$ cat src/rtl/wb_pkg.sv
// Shared types, default widths and helpers for the Wishbone register-file slave.
// Default bus widths come from the ADDR_WIDTH / DATA_WIDTH macros when the build provides them.
`ifndef ADDR_WIDTH
`define ADDR_WIDTH 32
`endif
`ifndef DATA_WIDTH
`define DATA_WIDTH 32
`endif

package wb_pkg;

   localparam int WB_ADDR_WIDTH_DEF = `ADDR_WIDTH;
   localparam int WB_DATA_WIDTH_DEF = `DATA_WIDTH;

   typedef enum logic [1:0] {
      IDLE = 2'd0,
      WAIT = 2'd1,
      RESP = 2'd2
   } wb_state_t;

   function automatic int SEL_WIDTH(input int dw);
      return dw / 8;
   endfunction

   // One byte lane of a masked merge: take the new byte where the lane is enabled.
   function automatic logic [7:0] lane_merge(input logic [7:0] old_b,
                                             input logic [7:0] new_b,
                                             input logic       en);
      return en ? new_b : old_b;
   endfunction

endpackage

$ cat src/rtl/wb_slave_fsm.sv
// IDLE/WAIT/RESP sequencer with wait-state counter for the Wishbone register-file slave.
// The current state is exported on o_state for observation.
module wb_slave_fsm
   import wb_pkg::*;
#(
   parameter int WAIT_STATES = 0
) (
   input  logic      clk_i,
   input  logic      rst_i,
   input  logic      cyc_i,
   input  logic      stb_i,
   output logic      o_capture,
   output logic      o_commit,
   output wb_state_t o_state
);

   localparam logic [3:0] WS_LAST = 4'((WAIT_STATES > 0) ? WAIT_STATES - 1 : 0);

   wb_state_t  r_state;
   wb_state_t  w_next;
   logic [3:0] r_cnt;

   always_ff @(posedge clk_i or negedge rst_i) begin
      if (!rst_i) begin
         r_state <= IDLE;
         r_cnt   <= '0;
      end else begin
         r_state <= w_next;
         if (r_state == IDLE && w_next == WAIT)
            r_cnt <= WS_LAST;
         else if (r_state == WAIT && w_next == WAIT)
            r_cnt <= r_cnt - 4'd1;
         else
            r_cnt <= '0;
      end
   end

   // A request is cyc_i&stb_i seen in IDLE; the master holds it until ack/err.
   // Dropping cyc_i before RESP is entered abandons the transfer.
   always_comb begin
      w_next = r_state;
      case (r_state)
         IDLE: if (cyc_i && stb_i) w_next = (WAIT_STATES > 0) ? WAIT : RESP;
         WAIT: begin
            if (!cyc_i)
               w_next = IDLE;
            else if (r_cnt == 4'd0)
               w_next = RESP;
         end
         RESP:    w_next = IDLE;
         default: w_next = IDLE;
      endcase
   end

   always_comb begin
      o_capture = (r_state == IDLE) && cyc_i && stb_i;
      o_commit  = (w_next == RESP) && (r_state != RESP);
      o_state   = r_state;
   end

endmodule

$ cat src/rtl/wb_slave_regfile.sv
// Wishbone B4 classic slave: NUM_REGS registers, byte-lane writes, wait states, ID at index 0.
// Define WB_REGFILE_ERR_EN to terminate out-of-range accesses with err_o instead of ack_o.
module wb_slave_regfile
   import wb_pkg::*;
#(
   parameter int                    ADDR_WIDTH  = WB_ADDR_WIDTH_DEF,
   parameter int                    DATA_WIDTH  = WB_DATA_WIDTH_DEF,
   parameter int                    NUM_REGS    = 8,
   parameter int                    WAIT_STATES = 0,
   parameter logic [DATA_WIDTH-1:0] ID_VALUE    = DATA_WIDTH'(32'h5742_0001),
   parameter logic [DATA_WIDTH-1:0] RESET_VALUE = '0
) (
   input  logic                    clk_i,
   input  logic                    rst_i,
   input  logic [ADDR_WIDTH-1:0]   adr_i,
   input  logic [DATA_WIDTH-1:0]   dat_i,
   output logic [DATA_WIDTH-1:0]   dat_o,
   input  logic [DATA_WIDTH/8-1:0] sel_i,
   input  logic                    we_i,
   input  logic                    cyc_i,
   input  logic                    stb_i,
   output logic                    ack_o,
   output logic                    err_o
);

   localparam int SW    = SEL_WIDTH(DATA_WIDTH);
   localparam int OFS_W = $clog2(SW);
   localparam int IDX_W = $clog2(NUM_REGS);

   logic                  w_capture;
   logic                  w_commit;
   wb_state_t             w_state;

   logic [ADDR_WIDTH-1:0] r_adr;
   logic [DATA_WIDTH-1:0] r_dat;
   logic [SW-1:0]         r_sel;
   logic                  r_we;
   logic [DATA_WIDTH-1:0] r_regs [1:NUM_REGS-1];
   logic [DATA_WIDTH-1:0] r_dat_o;

   logic [ADDR_WIDTH-1:0] w_adr;
   logic [DATA_WIDTH-1:0] w_dat;
   logic [SW-1:0]         w_sel;
   logic                  w_we;
   logic [ADDR_WIDTH-1:0] w_idx_full;
   logic [IDX_W-1:0]      w_idx;
   logic                  w_in_range;
   logic [DATA_WIDTH-1:0] w_rd_arr [NUM_REGS];
   logic [DATA_WIDTH-1:0] w_cur;
   logic [DATA_WIDTH-1:0] w_merged;
   logic [DATA_WIDTH-1:0] w_rd_masked;

   wb_slave_fsm #(
      .WAIT_STATES (WAIT_STATES)
   ) u_fsm (
      .clk_i     (clk_i),
      .rst_i     (rst_i),
      .cyc_i     (cyc_i),
      .stb_i     (stb_i),
      .o_capture (w_capture),
      .o_commit  (w_commit),
      .o_state   (w_state)
   );

   always_ff @(posedge clk_i or negedge rst_i) begin
      if (!rst_i) begin
         r_adr <= '0;
         r_dat <= '0;
         r_sel <= '0;
         r_we  <= 1'b0;
      end else if (w_capture) begin
         r_adr <= adr_i;
         r_dat <= dat_i;
         r_sel <= sel_i;
         r_we  <= we_i;
      end
   end

   // With no wait states capture and commit share an edge, so use the live bus then.
   always_comb begin
      w_adr      = w_capture ? adr_i : r_adr;
      w_dat      = w_capture ? dat_i : r_dat;
      w_sel      = w_capture ? sel_i : r_sel;
      w_we       = w_capture ? we_i  : r_we;
      w_idx_full = w_adr >> OFS_W;
      w_idx      = w_idx_full[IDX_W-1:0];
      w_in_range = w_idx_full < ADDR_WIDTH'(NUM_REGS);
   end

   always_comb begin
      w_rd_arr[0] = ID_VALUE;
      for (int i = 1; i < NUM_REGS; i++)
         w_rd_arr[i] = r_regs[i];
      w_cur       = w_rd_arr[w_idx];
      w_merged    = '0;
      w_rd_masked = '0;
      for (int b = 0; b < SW; b++) begin
         w_merged[8*b +: 8]    = lane_merge(w_cur[8*b +: 8], w_dat[8*b +: 8], w_sel[b]);
         w_rd_masked[8*b +: 8] = lane_merge(8'h00, w_cur[8*b +: 8], w_sel[b]);
      end
   end

   // Index 0 has no storage, so writes to the ID register fall through harmlessly.
   always_ff @(posedge clk_i or negedge rst_i) begin
      if (!rst_i) begin
         for (int i = 1; i < NUM_REGS; i++)
            r_regs[i] <= RESET_VALUE;
      end else if (w_commit && w_we && w_in_range) begin
         for (int i = 1; i < NUM_REGS; i++)
            if (w_idx == IDX_W'(i))
               r_regs[i] <= w_merged;
      end
   end

   always_ff @(posedge clk_i or negedge rst_i) begin
      if (!rst_i) begin
         r_dat_o <= '0;
      end else if (w_commit) begin
         if (!w_we)
            r_dat_o <= w_in_range ? w_rd_masked : '0;
`ifdef WB_REGFILE_ERR_EN
         else if (!w_in_range)
            r_dat_o <= '0;
`endif
      end
   end

   assign dat_o = r_dat_o;

`ifdef WB_REGFILE_ERR_EN
   logic r_oor;

   always_ff @(posedge clk_i or negedge rst_i) begin
      if (!rst_i)
         r_oor <= 1'b0;
      else if (w_commit)
         r_oor <= !w_in_range;
   end

   always_comb begin
      ack_o = (w_state == RESP) && !r_oor;
      err_o = (w_state == RESP) && r_oor;
   end
`else
   always_comb begin
      ack_o = (w_state == RESP);
      err_o = 1'b0;
   end
`endif

endmodule
$ cat config.mk
export PLATFORM = sky130hd
export DESIGN_NAME = wb_slave_regfile
export DESIGN_NICKNAME = d
export VERILOG_FILES = /design/src/rtl/wb_pkg.sv /design/src/rtl/wb_slave_fsm.sv /design/src/rtl/wb_slave_regfile.sv
export SDC_FILE = /design/constraint.sdc
export NUM_CORES = 1
export LEC_CHECK = 0
export ABC_CLOCK_PERIOD_IN_PS = 6600
export BUFFER_PORTS_ARGS = -buffer_cell sky130_fd_sc_hd__buf_2
export CORE_UTILIZATION = 40
export CTS_BUF_LIST = sky130_fd_sc_hd__clkbuf_16
export DETAILED_ROUTE_END_ITERATION = 10
export PLACE_DENSITY = 0.68
export SLEW_MARGIN = 5
export SYNTH_ARGS = -nofsm -noshare
export SYNTH_HDL_FRONTEND = slang
export SYNTH_SLANG_ARGS = --single-unit
$ cat constraint.sdc
create_clock -name clk_i -period 6.6 [get_ports clk_i]
set_input_delay 1.32 -clock clk_i [delete_from_list [all_inputs] [get_ports clk_i]]
set_output_delay 1.32 -clock clk_i [all_outputs]
set_load 0.02 [all_outputs]
======== Word-level counts from Yosys, hierarchy flattened ========
Index checks and enable logic that the tools add are counted.
W data, S select, Z words.
word-level totals
  register bits ........................... 331
  output and inout bits ................... 34
operators by class
  add/sub/neg operators ................... 1
  $lt $le $gt $ge ......................... 2
  equal/unequal tests ..................... 12
  mux-type cells .......................... 22
  bitwise gates (word level) .............. 2
  reduce and logical (&&, ||, !) cells .... 18
operator list
  operator               number
  $mux W32               5
  $bmux W32 S3           1
  $mux W8                8
  $lt A30 B4 Y1 const B  1
  $reduce_and A2 Y1      8
  $eq A3 B3 Y1 const B   4
  $mux W4                3
  $logic_and A1 B1 Y1    8
  $eq A3 B2 Y1 const B   2
  $mux W2                3
  $eq A2 B1 Y1 const B   2
  $eq A2 B2 Y1 const B   2
  $ge A4 B4 Y1 const B   1
  $logic_not A4 Y1       1
  $not A3 Y4             1
  $pmux W2 S2            1
  $sub A4 B1 Y4 const B  1
  $eq A3 B1 Y1 const B   1
  $logic_not A2 Y1       1
  $ne A2 B2 Y1 const B   1
  $mux W1                1
  $not A1 Y1             1

======== Depth between registers and ports, before layout ========
Gate-level depths: netlist of run 1.
  depth after elaboration ................. 10
  mapped depth ............................ 11
  depth with buffers taken out ............ 10

======== Hierarchy ========
Synthesis of run 1 repeated with hierarchy kept, for this count alone.
second synthesis, totals
  cells, all modules ...................... 1308
  area total of the unflattened synthesis .. 15467.3 µm²
modules (own cells, without submodules)
  module            times used  cells each  area an instance (µm²)  sequential area each (µm²)
  wb_slave_regfile  1           1283        15180.8                 8082.8
  wb_slave_fsm      1           25          286.5                   150.1

======== Worst setup path after synthesis of run 1 ========
Ideal clock, no wire load.
  kind .................................... input to register
  start ................................... in adr_i[9]
  end ..................................... reg r_regs[135] (netlist name)
  arrival time ............................ 3392 ps
  required time ........................... 6475 ps
  setup slack ............................. 3084 ps
  stages .................................. 8
  cell sequence ........................... nor4_1 nand4_1 mux2_4 or3_1 buf_4 nor4_4 buf_6 mux2_2
on the way
  longest elaborated chain between the ends .. 4
ends and longest elaborated chain
  what                            RTL line                 RTL
  start: declaration              wb_slave_regfile.sv:15   input logic [ADDR_WIDTH-1:0] adr_i,
  $mux W32                        wb_slave_regfile.sv:81   w_adr = w_capture ? adr_i : r_adr;
  $lt A30 B4 Y1                   wb_slave_regfile.sv:87   w_in_range = w_idx_full < ADDR_WIDTH'(NUM_REGS);
  $logic_and A1 B1 Y1             wb_slave_regfile.sv:108  end else if (w_commit && w_we && w_in_range) begin
  $reduce_and A2 Y1 (no line)     n/a
  end signal: indexed assignment  wb_slave_regfile.sv:111  r_regs[i] <= w_merged;
  end: declaration                wb_slave_regfile.sv:38   logic [DATA_WIDTH-1:0] r_regs [1:NUM_REGS-1];
No other way between the ends.
A chain may end at the register's enable or synchronous reset.

======== Final worst setup path of run 1 ========
  start ................................... in cyc_i
  end ..................................... reg r_regs[136] (netlist name)
on the way
  longest elaborated chain between the ends .. 8
  elaborated cells on any way between the ends .. 22
  those cells by class .................... order compare: 1; eq/ne: 2; mux: 11; bitwise: 1; reduce/logical: 7
ends and longest elaborated chain
  what                                                   RTL line                RTL
  start: declaration                                     wb_slave_regfile.sv:20  input logic cyc_i,
  branches (longest 8 deep; another with $lt A30 B4 Y1)  n/a
Parallel ways; which one is timed is not known. The select of a mux whose other input is x is not followed.

==> results of run 1 <==
through the flow:
| step | utilization | setup WS [ps] | area (um2) |
|---|---|---|---|
| after floorplan | - | 3084 | 16310 |
| after global placement | 0.4331 | 1787 | 17330 |
| after detailed placement | 0.4331 | 1730 | 17330 |
| after CTS | 0.4607 | 2270 | 18430 |
| after global routing | 0.4607 | 2101 | 18430 |
| final | 0.4607 | 2223 | 18430 |
kinds of logic after synthesis:
logic type	after synthesis
buffers and inverters	137
AOI/OAI and AO/OA	380
xor gates and xnor gates	2
adders and majority gates	1
muxes	222
and+or+nand+nor	445
DFF	329
other	1
worst max-delay path by stage:
stage,slack (ps),endpoint,cells past startpoint
after detailed placement,1730,r_regs[157],8
after global routing,2100,r_regs[131],9
after global placement,1790,r_regs[135],8
final,2220,r_regs[136],8
after CTS,2270,r_regs[136],8
after floorplan,3080,r_regs[135],8
Yosys cell counts (all sizes together), types with 8 or more instances:
library cell | count | area share
clkbuf | 54 | 0.012
nand2b | 24 | 0.0092
a211oi | 8 | 0.0037
o221ai | 51 | 0.027
nor2b | 23 | 0.0088
nand2 | 197 | 0.045
a22o | 139 | 0.075
a211o | 19 | 0.010
o21ai | 8 | 0.0025
mux2i | 144 | 0.089
inv | 27 | 0.0062
mux2 | 78 | 0.058
nand3 | 10 | 0.0031
nor3 | 49 | 0.015
nor2 | 91 | 0.021
a21oi | 55 | 0.017
nor4 | 25 | 0.012
a2111oi | 19 | 0.011
dfrtp | 329 | 0.50
buf | 55 | 0.019
a31oi | 61 | 0.023
o2bb2ai | 8 | 0.0043
cells in the final DEF (no fill, tap or decap), types with 5 or more instances in the layout:
| cell type | instances |
|---|---|
| dfrtp_1 | 328 |
| nand2_1 | 197 |
| mux2i_1 | 142 |
| a22o_1 | 139 |
| buf_2 | 101 |
| nor2_1 | 91 |
| a31oi_1 | 61 |
| a21oi_1 | 55 |
| o221ai_1 | 51 |
| nor3_1 | 49 |
| mux2_2 | 40 |
| clkbuf_16 | 37 |
| inv_1 | 35 |
| buf_4 | 35 |
| nand2b_1 | 24 |
| nor2b_1 | 23 |
| mux2_4 | 20 |
| a211o_1 | 19 |
| mux2_1 | 18 |
| nor4_1 | 16 |
| a2111oi_1 | 15 |
| nand3_1 | 10 |
| clkinv_1 | 8 |
| a211oi_1 | 8 |
| o2bb2ai_1 | 8 |
| o21ai_0 | 7 |
| nor4_2 | 6 |
| clkinv_2 | 5 |
sequential cells by signal, summed over array words and instances (netlist names):
name	count
r_we	1
dat_o	32
r_sel	4
r_regs	224
u_fsm.o_state	2
r_dat	32
u_fsm.r_cnt	4
r_adr	30
power by group:
group / switching, mW / internal [mW] / leakage, nW
clock: 0.793 / 1.13 / 0.582
sequential: 0.0553 / 2.08 / 4.47
combinational: 0.492 / 0.194 / 3.91
routing by layer:
layer	wire length [um]	vias up	GRT usage
met5	0	-	0
met4	1520	0	0.08342
met3	3183	107	0.04114
met2	22030	500	0.3762
met1	20480	6585	0.3041
li1	-	5795	-
layout make-up:
| class | instances | area (um2) |
|---|---|---|
| antenna | 1 | 2.502 |
| tap | 525 | 656.9 |
| fill | 3729 | 21570 |
| clock buffer | 37 | 925.9 |
| sequential | 329 | 8237 |
| timing repair buffer | 139 | 823.3 |
| inverter | 28 | 105.1 |
| clock inverter | 25 | 178.9 |
| multi-input combinational | 1051 | 7503 |
worst register-to-register path, cell delays in order, from the launching register on:
cell and delay [ps]:
dfrtp_1 410, and4bb_4 790, and4_1 340, nor2_1 190, or3_1 600, nor4_4 830
buf_12 310, mux2_1 370
==> impl_metrics.csv, run 1 <==
group,metric,value,unit
timing,rsz0062_at_grt,"false",
pwr,power_density,257.3,nW/um2
drt,num_vias,12987,
clock_network,hold_buffers,0,
timing,hold_slack,460.1,ps
worst_hold_path,hold_depth,1,
placed_design,hpwlAfterDp,28140,um
critical_path,critPathCaptureType,"register",
finish,drive_gt1_frac,0.1647,
worst_hold_path,hold_path.class,"register to register",
timing,tns,0,ps
die,chipWidth,203.9,um
clock_network,cts_buffer_depth,3,
drt,routed_wl,47210,um
grt,grt.total_usage,0.2297,
critical_path,cp_max_fo,47,
timing,finalCritPeriodShare,0.6632,
critical_path,reg2reg_setup_slack,2630,ps
timing,fmax,228.4,MHz
critical_path,timing.rr.end,"r_regs[136]",
pwr,fin_total_pwr,4.742,mW
critical_path,critPathTopFamily,"simple AND/OR/NAND/NOR gates",
drt,dr.pass1.iters,6,
yosys,synthSimpleGateAreaFrac,0.1272,
pwr,ir_drop,0.0001368,V
yosys,synth_top_family_by_area,"compound AO/OA/AOI/OAI gates",
run,drv_cap,0,
drt,antenna_left,0,
die,rows,73,
yosys,synth_mux_area_frac,0.1478,
finish,stdcell_count,2135,
critical_path,critPathMaxStageDelay,830,ps
clock_network,cts.clk_slew.worst_paths,60,ps
clock_network,htree_levels,2,
yosys,synth_cells,1517,
die,die_h,203.9,um
critical_path,arrival,4770,ps
critical_path,worst_path_max_delay_cell,"nor4_4",
yosys,synth_compound_area_frac,0.1802,
timing,fin_worst_skew,11.34,ps
yosys,synth_fp_nets,1591,
yosys,syn-mean-instance-area,10.75,um2
yosys,synth-main-ff-cell,"dfrtp_1",
clock_network,post-cts-setup-buffer-count,0,
timing,slew_violations,0,
drt,drt-initial-drc-count,1135,
yosys,syn_area,16310,um2
die,start_util,0.4078,
yosys,yosys_warnings,0,
timing,finalHoldViolations,0,
timing,worst_pin_slew,1384,ps
placed_design,place_congestion,0.8596,
yosys,synth-xor-area-share,0.001074,
critical_path,critPathKind,"input pin to register",
critical_path,reg2reg_depth,7,
clock_network,numCtsBuffers,36,
timing,setup_violations,0,
yosys,yosys.area_share.adder,0.0007670,
drt,via_per_inst,6.083,
critical_path,crit_start,"cyc_i",
critical_path,worstReg2RegStart,"u_fsm.o_state[1]",
critical_path,path_cells,"buf_2 -> and4bb_4 -> and4_1 -> nor2_1 -> or3_1 -> nor4_4 -> buf_12 -> mux2_1",
clock_network,insertion_delay,520,ps
grt,grt_pass1_wl,75130,um
yosys,synth_cell_types,54,
worst_hold_path,min_from,"u_fsm.r_cnt[0]",
clock_network,cts_tree,"yes",
clock_network,post_cts_resized,0,
worst_hold_path,min_to,"u_fsm.r_cnt[0]",
pwr,p_leak,8.964,nW
timing,min_period,4377,ps
yosys,async_reset_ff_frac,1.000,
critical_path,cp_data_required_time,7000,ps
critical_path,critPathLaunchType,"input pin",
placed_design,dpl.cell_count,2072,
timing,max_slew_margin,0.05117,
grt,grt_overflow,0,
drt,drc_errors,0,
die,io_pins,107,
yosys,synth_edf_count,0,
critical_path,path_buf_inv,2,
finish,layout.nets,1659,
die,die_area,41590,um2
outcome,status,"complete, no violations",
drt,post_drt_wl_per_cell,22.11,um
grt,antenna_found_initial,1,
clock_network,root_buffer,"clkbuf_16",
grt,grt_pass1_vias,13445,
die,design.core.area,40010,um2
placed_design,port_buffers,103,
yosys,synth_seq_cells,329,
grt,grt_max_degree,151,
finish,syn2layout_area_growth,12.99,%
clock_network,clock_sinks,329,
yosys,yosysSeqAreaShare,0.5047,
Note: power is estimated with default switching activity, not from simulation.
==> run 2, diff against run 1 <==
--- a/config.mk
+++ b/config.mk
@@ -5,12 +5,12 @@
 export SDC_FILE = /design/constraint.sdc
 export NUM_CORES = 1
 export LEC_CHECK = 0
-export ABC_CLOCK_PERIOD_IN_PS = 6600
+export ABC_CLOCK_PERIOD_IN_PS = 3550
 export BUFFER_PORTS_ARGS = -buffer_cell sky130_fd_sc_hd__buf_2
 export CORE_UTILIZATION = 40
 export CTS_BUF_LIST = sky130_fd_sc_hd__clkbuf_16
 export DETAILED_ROUTE_END_ITERATION = 10
-export PLACE_DENSITY = 0.68
+export PLACE_DENSITY = 0.7
 export SLEW_MARGIN = 5
 export SYNTH_ARGS = -nofsm -noshare
 export SYNTH_HDL_FRONTEND = slang
==> constraint.sdc (replaced) <==
create_clock -name clk_i -period 3.55 [get_ports clk_i]
set_input_delay 0.71 -clock clk_i [delete_from_list [all_inputs] [get_ports clk_i]]
set_output_delay 0.71 -clock clk_i [all_outputs]
set_load 0.02 [all_outputs]
==> impl_metrics.csv, run 2 (synthesis gave the netlist of run 1 again) <==
group,metric,value,unit
clock_network,post-cts-setup-buffer-count,0,
placed_design,hpwlAfterDp,29360,um
finish,fill_cells,3644,
timing,setup_violations,0,
drt,num_vias,13069,
critical_path,critPathLaunchType,"register",
critical_path,arrival,3490,ps
pwr,clkPwrFrac,0.410,
timing,finalHoldViolations,0,
die,start_util,0.4078,
drt,antenna_left,0,
grt,grt_pass1_vias,13410,
die,rows,73,
critical_path,critPathKind,"register to register",
critical_path,cp_max_fo,24,
die,io_pins,107,
clock_network,cts_tree,"yes",
timing,max_slew_margin,0.4921,
clock_network,insertion_delay,530,ps
timing,rsz0062_at_grt,"false",
clock_network,htree_levels,2,
die,die_area,41590,um2
clock_network,clock_sinks,329,
finish,top_register,"r_regs",
pwr,sw_frac_of_total,0.2828,
drt,post_drt_wl_per_cell,21.89,um
finish,layout.nets,1702,
pwr,power_density,477.8,nW/um2
critical_path,reg2reg_setup_slack,460,ps
grt,grt_pass1_wl,75660,um
clock_network,post_cts_resized,0,
run,drv_cap,0,
die,design.core.area,40010,um2
pwr,ir_drop,0.0002872,V
die,chipWidth,203.9,um
finish,drive_gt1_frac,0.1869,
finish,stdcell_count,2179,
grt,grt_max_degree,94,
drt,drt-initial-drc-count,1278,
grt,grt_overflow,0,
placed_design,place_congestion,0.8168,
die,die_h,203.9,um
placed_design,dpl.cell_count,2115,
timing,finalCritPeriodShare,0.8712,
pwr,pwr-share-comb,0.153,
clock_network,root_buffer,"clkbuf_16",
critical_path,critPathCaptureType,"register",
timing,hold_slack,197.7,ps
finish,largest_reg_flops,224,
drt,drc_errors,0,
timing,slew_violations,0,
finish,syn2layout_area_growth,15.87,%
drt,routed_wl,47700,um
timing,min_period,3093,ps
critical_path,cp_data_required_time,3950,ps
timing,worst_pin_slew,761.9,ps
clock_network,numCtsBuffers,36,
finish,final_cell_mix,"328 x dfrtp_1, 197 x nand2_1, 142 x mux2i_1",
pwr,p_switching,2.555,mW
timing,fin_worst_skew,16.42,ps
grt,antenna_found_initial,1,
drt,dr.pass1.iters,5,
drt,via_per_inst,5.998,
timing,tns,0,ps
grt,grt.total_usage,0.2313,
clock_network,cts_buffer_depth,3,
worst_hold_path,hold_path.class,"input pin to asynchronous set/reset pin",
clock_network,hold_buffers,0,
pwr,p_leak,9.221,nW
pwr,intPower,6.477,mW
finish,layout_commonest_cell,"dfrtp_1",
clock_network,cts.clk_slew.worst_paths,60,ps
outcome,status,"complete, no violations",
timing,fmax,323.3,MHz
placed_design,port_buffers,103,
pwr,seqPwrFrac,0.438,
-- run 2: worst max-delay path, cell delays in order (launching register included) --
cell,delay (ps)
dfrtp_1,390
inv_1,60
ha_1,160
or3b_1,370
nor2_1,120
nor2_1,160
or3_1,610
or3_1,410
buf_4,320
mux2_4,360
-- run 2: path summary, 6_finish.rpt --
path                                      from              to  cells past startpoint
max in group asynchronous                rst_i       r_adr[16]                      2
min in group clk_i                    adr_i[6]        r_adr[6]                      3
worst max-delay path            u_fsm.r_cnt[0]     r_regs[183]                      9
worst min-delay path                     rst_i       dat_o[19]                      1
worst max register to register  u_fsm.r_cnt[0]     r_regs[183]                      9
worst min register to register  u_fsm.r_cnt[0]  u_fsm.r_cnt[0]                      1
-- run 2: area by class of cell --
type	count	area, um2	area share
Sequential cell	329	8237	0.4358
Inverter	28	105.1	0.005560
Multi-Input combinational cell	1051	7491	0.3963
Clock buffer	37	925.9	0.04898
Timing Repair Buffer	182	1259	0.06659
Antenna cell	1	2.502	0.0001324
Tap cell	525	656.9	0.03475
Clock inverter	26	225.2	0.01191
-- run 2: power groups by stage --
stage                     registers, mW  clock network, mW  logic (mW)
after floorplan                    3.98                  0       0.830
after global placement             4.01                  0        1.32
after detailed placement           4.02                  0        1.35
after global routing               3.96               3.93        1.48
after CTS                          3.95               3.77        1.35
final                              3.95               3.70        1.38
-- run 2: metal layers --
metal / wire length, um / track usage / vias up
met2: 22500 / 0.3752 / 520
met3: 3487 / 0.04401 / 79
met4: 912 / 0.06157 / 2
li1: - / - / 5871
met5: 51 / 0.009524 / -
met1: 20740 / 0.3157 / 6597
-- run 2: stage by stage --
step	cell area (um2)	worst slack, ps	utilization	power (mW)
floorplan	16310	643.5	-	4.807
global placement	17750	199.0	0.4436	5.336
detailed placement	17750	188.4	0.4436	5.365
CTS	18900	456.4	0.4724	9.077
global route	18900	322.3	0.4725	9.371
finish	18900	457.1	0.4725	9.032
